File: src/rtl/shift_add_multiplier.sv
// N-bit ripple-carry adder with per-bit carry outputs; combinational, no backpressure.
// When sub_i=1, B is inverted. Drive C_in_i=1 as well to get A-B.
module Full_Adder_N #(
    parameter int WIDTH = 8
) (
    input  logic [WIDTH-1:0] A_i,
    input  logic [WIDTH-1:0] B_i,
    input  logic             C_in_i,
    input  logic             sub_i,
    output logic [WIDTH-1:0] S_o,
    output logic [WIDTH-1:0] C_out_o
);

    logic [WIDTH:0] carry;

    assign carry[0] = C_in_i;

    for (genvar i = 0; i < WIDTH; i++) begin : g_bit
        logic b_eff;
        assign b_eff      = B_i[i] ^ sub_i;
        assign S_o[i]     = A_i[i] ^ b_eff ^ carry[i];
        assign carry[i+1] = (A_i[i] & b_eff) | (carry[i] & (A_i[i] ^ b_eff));
        assign C_out_o[i] = carry[i+1];
    end

endmodule

// Sequential unsigned multiplier: one conditional add and right shift per cycle, N iterations.
// Latency N cycles from accept to done_o; start_i is taken only while ready_o, never queued.
module shift_add_multiplier #(
    parameter int REGISTER_WIDTH = 8
) (
    input  logic                        clk_i,
    input  logic                        rst_n_i,
    input  logic                        start_i,
    input  logic [REGISTER_WIDTH-1:0]   A_i,
    input  logic [REGISTER_WIDTH-1:0]   B_i,
    output logic                        ready_o,
    output logic                        busy_o,
    output logic                        done_o,
    output logic [2*REGISTER_WIDTH-1:0] P_o
);

    localparam int N  = REGISTER_WIDTH;
    localparam int CW = $clog2(N) + 1;
    localparam logic [CW-1:0] LAST = CW'(N - 1);

    typedef enum logic [1:0] {
        IDLE = 2'd0,
        CALC = 2'd1,
        DONE = 2'd2
    } state_t;

    state_t         state;
    state_t         state_nxt;
    logic [N-1:0]   m_reg;
    logic [N-1:0]   hi;
    logic [N-1:0]   lo;
    logic [CW-1:0]  cnt;

    logic [N-1:0]   addend;
    logic [N-1:0]   sum;
    logic [N-1:0]   carry;
    logic           cn;
    logic           last_iter;
    logic           unused_carry;

    assign addend    = lo[0] ? m_reg : '0;
    assign cn        = carry[N-1];
    assign last_iter = (cnt == LAST);

    // Only the final carry feeds the product; the lower carries are internal to the adder.
    assign unused_carry = ^carry[N-2:0];

    Full_Adder_N #(
        .WIDTH (N)
    ) u_adder (
        .A_i     (hi),
        .B_i     (addend),
        .C_in_i  (1'b0),
        .sub_i   (1'b0),
        .S_o     (sum),
        .C_out_o (carry)
    );

    always_comb begin
        state_nxt = state;
        case (state)
            IDLE:    if (start_i) state_nxt = CALC;
            CALC:    if (last_iter) state_nxt = DONE;
            DONE:    state_nxt = IDLE;
            default: state_nxt = IDLE;
        endcase
    end

    always_ff @(posedge clk_i or negedge rst_n_i) begin
        if (!rst_n_i) begin
            state <= IDLE;
        end else begin
            state <= state_nxt;
        end
    end

    always_ff @(posedge clk_i or negedge rst_n_i) begin
        if (!rst_n_i) begin
            m_reg <= '0;
            hi    <= '0;
            lo    <= '0;
            cnt   <= '0;
        end else begin
            case (state)
                IDLE: begin
                    if (start_i) begin
                        m_reg <= A_i;
                        hi    <= '0;
                        lo    <= B_i;
                        cnt   <= '0;
                    end
                end
                CALC: begin
                    // Carry-out becomes HI's MSB so no bit of the partial sum is lost.
                    hi  <= {cn, sum[N-1:1]};
                    lo  <= {sum[0], lo[N-1:1]};
                    cnt <= cnt + 1'b1;
                end
                default: ;
            endcase
        end
    end

    assign ready_o = (state == IDLE);
    assign busy_o  = (state == CALC);
    assign done_o  = (state == DONE);
    assign P_o     = {hi, lo};

endmodule

File: config.mk
export PLATFORM = sky130hd
export DESIGN_NAME = shift_add_multiplier
export DESIGN_NICKNAME = d
export VERILOG_FILES = /design/src/rtl/shift_add_multiplier.sv
export SDC_FILE = /design/constraint.sdc
export NUM_CORES = 1
export LEC_CHECK = 0
export BUFFER_PORTS_ARGS = -buffer_cell sky130_fd_sc_hd__buf_4
export CAP_MARGIN = 25
export CELL_PAD_IN_SITES_DETAIL_PLACEMENT = 2
export CELL_PAD_IN_SITES_GLOBAL_PLACEMENT = 2
export CORE_MARGIN = 5
export CORE_UTILIZATION = 35
export CTS_BUF_LIST = sky130_fd_sc_hd__clkbuf_8
export CTS_CLUSTER_SIZE = 20
export DETAILED_ROUTE_END_ITERATION = 6
export GPL_ROUTABILITY_DRIVEN = 0
export PLACE_DENSITY = 0.82
export SETUP_SLACK_MARGIN = 0.3
export SKIP_LAST_GASP = 1
export SYNTH_ARGS = -nofsm -noshare
export SYNTH_HDL_FRONTEND = slang
export SYNTH_SLANG_ARGS = --single-unit
File: constraint.sdc
create_clock -name clk_i -period 10.2 [get_ports clk_i]
set_input_delay 1.02 -clock clk_i [delete_from_list [all_inputs] [get_ports clk_i]]
set_output_delay 1.02 -clock clk_i [all_outputs]
set_load 0.02 [all_outputs]
After elaboration in Yosys (flattened, before gate mapping)
Index checks and enable logic that the tools add are counted.
W data, S select, Z words.
- register bits: 30
- output and inout bits: 19
- word-level logic and storage cells: 63
- input port bits: 19
- equal/unequal tests: 5
- muxes and demuxes: 10
- bitwise gates (word level): 37
- reduce and logical (&&, ||, !) cells: 5
- add/sub/neg operators: 1
- operators by type and width (kind ; number):
    $pmux W8 S2 ; 2
    $mux W8 ; 3
    $and A1 B1 Y1 ; 15
    $xor A1 B1 Y1 ; 15
    $pmux W4 S2 ; 1
    $or A1 B1 Y1 ; 7
    $reduce_and A2 Y1 ; 3
    $add A4 B1 Y4 const B ; 1
    $eq A4 B3 Y1 const B ; 1
    $mux W2 ; 2
    $mux W4 ; 1
    $pmux W2 S2 ; 1
    $eq A2 B1 Y1 const B ; 1
    $eq A2 B2 Y1 const B ; 1
    $logic_not A2 Y1 ; 1
    $ne A2 B1 Y1 const B ; 1
    $ne A2 B2 Y1 const B ; 1
    $reduce_bool A2 Y1 ; 1

Logic depth before layout (Yosys ltp)
- depth in word-level cells: 17
- depth in mapped cells: 14
- depth with buffers taken out: 13

Hierarchy
A second synthesis with hierarchy kept.
- cells, all modules: 171
- area total of the unflattened synthesis: 1721.7 sq um
- by module, submodules not included (module ; instances ; sequential area each (sq um) ; cells an instance ; area an instance (sq um)):
    shift_add_multiplier ; 1 ; 750.7 ; 129 ; 1386.3
    Full_Adder_N ; 1 ; 0.0 ; 42 ; 335.3

Least setup slack after synthesis
No wires, ideal clock.
- kind: register to register
- start point: register lo[0]
- end point: register hi[6]
- arrival time: 3.645 ns
- path buffers: 1
- period minus slack after synthesis: 3.766 ns
- cell stages (with the launch flop): 15
- setup slack: 6.434 ns
- path through: dfrtp_1 > clkbuf_1 > and2_1 > ha_1 > inv_1 > fa_1 > fa_1 > fa_1 > fa_1 > fa_1 > inv_1 > fa_1 > inv_1 > fa_1 > o21ai_1
- longest elaborated chain between the ends: 16
- elaborated cells on any way between the ends: 29
- those cells by class: mux (2); bitwise (27)
- RTL lines (element ; RTL line ; RTL):
    start: declaration ; 58 ; logic [N-1:0] lo;
    start signal: assignment ; 116 ; lo <= B_i;
    start signal: assignment ; 123 ; lo <= {sum[0], lo[N-1:1]};
    $mux W8 * ; 68 ; assign addend = lo[0] ? m_reg : '0;
    $and A1 B1 Y1 or $xor A1 B1 Y1 (tied branches) ; 22 ; assign carry[i+1] = (A_i[i] & b_eff) | (carry[i] & (A_i[i] ^ b_eff));
    $and A1 B1 Y1 ; 22 ;
    $or A1 B1 Y1 ; 22 ;
    $and A1 B1 Y1 ; 22 ;
    $or A1 B1 Y1 ; 22 ;
    $and A1 B1 Y1 ; 22 ;
    $or A1 B1 Y1 ; 22 ;
    $and A1 B1 Y1 ; 22 ;
    $or A1 B1 Y1 ; 22 ;
    $and A1 B1 Y1 ; 22 ;
    $or A1 B1 Y1 ; 22 ;
    $and A1 B1 Y1 ; 22 ;
    $or A1 B1 Y1 ; 22 ;
    $xor A1 B1 Y1 * ; 21 ; assign S_o[i] = A_i[i] ^ b_eff ^ carry[i];
    $pmux W8 S2 * ; 111 ; case (state)
    end signal: assignment ; 122 ; hi <= {cn, sum[N-1:1]};
    end: declaration ; 57 ; logic [N-1:0] hi;
Mark *: on every way between the ends. The rest lies on a longest branch, timed or not.
A chain may end at the register's enable or synchronous reset.

Worst setup path after layout
Same ends and word-level chain as after synthesis.

==> impl_results.md <==
* Outcome: completed
* H-Tree Depth at 2
* Maximum vdd drop at 0.000123 V
* Unrepaired setup endpoints after global routing: no
* Syn avg cell area at 9.98 um2
* Total power draw at 653 uW
* CTS tree: yes
* Grt ovf at 0
* Register area share after synthesis at 49.8%
* Met2 routed WL at 2.38 mm
* Synthesized net count at 179
* Mapped Area at 1510 um2
* Synth Area in Simple Gates at 21.9%
* All-Layer GR Usage at 17.5%
* CP Cell Sequence: and2_1 -> ha_1 -> inv_1 -> fa_1 -> fa_1 -> fa_1 -> fa_1 -> fa_1 -> inv_1 -> fa_1 -> inv_1 -> fa_1 -> o21ai_1
* Required time worst endpoint at 10.36 ns
* Setup Crit Path Kind: register to register
* DRC at 0
* DRT Pass-1 Iters at 2
* CP Capture Type: register
* Compound-Gate Fraction of Synth Area at 8.63%
* CTS root buf: clkbuf_8
* Port Buf Inserts at 37
* Initial Util at 36.9%
* Worst path arrival time at 4.00 ns
* Rel. slew slack at 35.3%
* Drt initial violations at 28
* Die area at 5720 um2
* Ant. Diodes at 0
* Yosys reg bits at 30
* Pre-CTS setup slack at 6.33 ns
* Largest family of logic cells by synthesized area: simple AND/OR/NAND/NOR gates
* FMAX at 260 MHz
* Number of cells produced by synthesis at 151
* Clock tree buffer depth at 2
* Area of the multi-input gates at 646 um2
* Die Ht at 75.6 um
* Post-DR vias/cell at 5.13
* Synth warn at 0
* Max Cap Viol at 0
* CP bufs+invs at 3
* Worst hold slack at 0.487 ns
* Met3 routed WL at 207 um
* Multiplexer share of the synthesized area at 1.33%
* M1 wire length at 1.62 mm
* Skew-Pair Late Insertion Delay at 0.28 ns
* Clock input transition at the sequential cells of the worst setup and hold paths at 0.07 ns
* Power per cell area at 350 nW/um2
* Leading area contributor after synthesis: dfrtp_1
* Number of synthesized flops with an enable pin at 0
* Clock skew at 0.00683 ns
* TritonCTS Sinks at 30
* CP Launch Type: register
* Post-route ant nets at 0
* Routed WL per cell at 18.1 um
* Final cell count without fillers at 238
* Fillcell total at 443
* Top Layer Used: met4
* Die Wd at 75.6 um
* Placed Cells at 231
* PostCTS Resize Cnt at 0
* Fin worst setup slack at 6.36 ns
* Synth top cells by count: nand2_1 (36), dfrtp_1 (30), inv_1 (9)
* CP most frequent cell: fa_1
* Layout cells sized above 1 at 26.1%
* Tightest Pin Transition at 0.971 ns
* HP Class: register to register
* Setup-failing EPs final at 0
* Crit Path Max Fanout at 10
* Row count at 23
* Main synth FF type: dfrtp_1
* Crit share post-route at 37.7%
* Vias in the first global route at 1,498
* Initial antenna violation count at 0
* Via count at 1,222
* CTS Buf Count at 5
* Post CTS Setup Buffer Count at 0
* Crit-path slowest cell: dfrtp_1
* Adder-cell share of the synthesized area at 11.0%
* Hold Buf Count CTS at 0
* Core box area at 4090 um2
* Area contributors post-synth: dfrtp_1 (50%), fa_1 (9.3%), nand2_1 (9.0%)
* Post-layout min period at 3.84 ns
* Area share of the largest cell type after synthesis at 49.8%
* Global-route wire length before repair at 7.29 mm
* Most common cell in the netlist: nand2_1
* Top cell family by delay on the critical path: adder cells
* Layout area overhead at 23.7%
* Unique masters post-synth at 32
* Leakage at 0.000902 uW
* DPL Wire Length at 3.14 mm
* Layout net count at 216
* Setup TNS at 0 ns
* XOR/XNOR share of the synthesized area at 0%
* Pins Over Slew Limit at 0
* Hold Violations, Final at 0
* Ys async rst share at 100%
* # IOs at 38
* Total Wirelength at 4.31 mm
* FF+latch area at 751 um2
* Worst path max stage delay at 0.55 ns
* Pin count of the biggest net entering global routing at 31
-- path summary, 6_finish.rpt --
check	slack, ns	endpoint	start	cells after the start
worst max-delay path	6.36	hi[6]	lo[0]	13
worst min-delay path	0.49	m_reg[5]	m_reg[5]	2
worst max register to register	6.36	hi[6]	lo[0]	13
worst min register to register	0.49	m_reg[5]	m_reg[5]	2
max in group asynchronous	9.26	lo[6]	rst_n_i	1
min in group asynchronous	0.66	m_reg[6]	rst_n_i	1
-- metal layers --
layer	global-route usage, %	up-vias
li1	-	566
met1	18.7	618
met2	33.6	29
met3	2.90	9
met4	7.57	0
met5	0	-
-- cell type report --
class,count,area share [%]
sequential,30,40.2
timing repair buffer,39,15.7
multi-input combinational,102,34.6
tap,50,3.35
inverter,10,2.01
clock inverter,2,0.402
clock buffer,5,3.69
-- tightest hold or removal path, cell delays in order, from the launching register on --
cell     delay, ns
dfrtp_1       0.35
nand2_1       0.05
nand2_1       0.06
-- where the power goes --
| part | total (uW) | switching (uW) | internal (uW) |
|---|---|---|---|
| clock | 88.5 | 43.7 | 44.9 |
| sequential | 232 | 54.0 | 178 |
| combinational | 332 | 195 | 137 |
| total | 653 | 293 | 360 |
-- cell usage in the layout, fill, tap and decap left out --
| cell type | n |
|---|---|
| nand3_1 | 8 |
| nand2_1 | 36 |
| nand3b_1 | 1 |
| dfrtp_1 | 30 |
| o21ai_0 | 1 |
| nand3_2 | 1 |
| a21o_1 | 1 |
| inv_1 | 11 |
| nor2_1 | 8 |
| clkbuf_8 | 5 |
| mux2i_1 | 2 |
| o22ai_1 | 6 |
| o31ai_2 | 1 |
| fa_1 | 7 |
| ha_1 | 2 |
| nor3b_1 | 1 |
| o22ai_2 | 1 |
| nor3_1 | 8 |
| or3b_1 | 1 |
| buf_4 | 39 |
| nand2b_1 | 2 |
| inv_2 | 1 |
| a21oi_1 | 1 |
| o21ai_1 | 8 |
| and2b_1 | 1 |
| a221o_1 | 1 |
| nand4_1 | 1 |
| and2_1 | 2 |
| nor3b_2 | 1 |
-- kinds of logic (layout without fill, tap and decap cells) --
kind of cell    after synthesis  after routing
simple gates                 71             71
fa+ha+maj                     9              9
compound gates               20             20
mux                           2              2
buf+inv                      19             56
flops                        30             30
-- stage by stage --
| stage | area [um2] | utilization, % |
|---|---|---|
| after CTS | 1870 | 45.7 |
| final | 1870 | 45.7 |
| after detailed placement | 1790 | 43.8 |
| after global placement | 1790 | 43.8 |
| after global routing | 1870 | 45.7 |
| after floorplan | 1510 | - |
No activity file was read; power rests on OpenSTA's default activity.
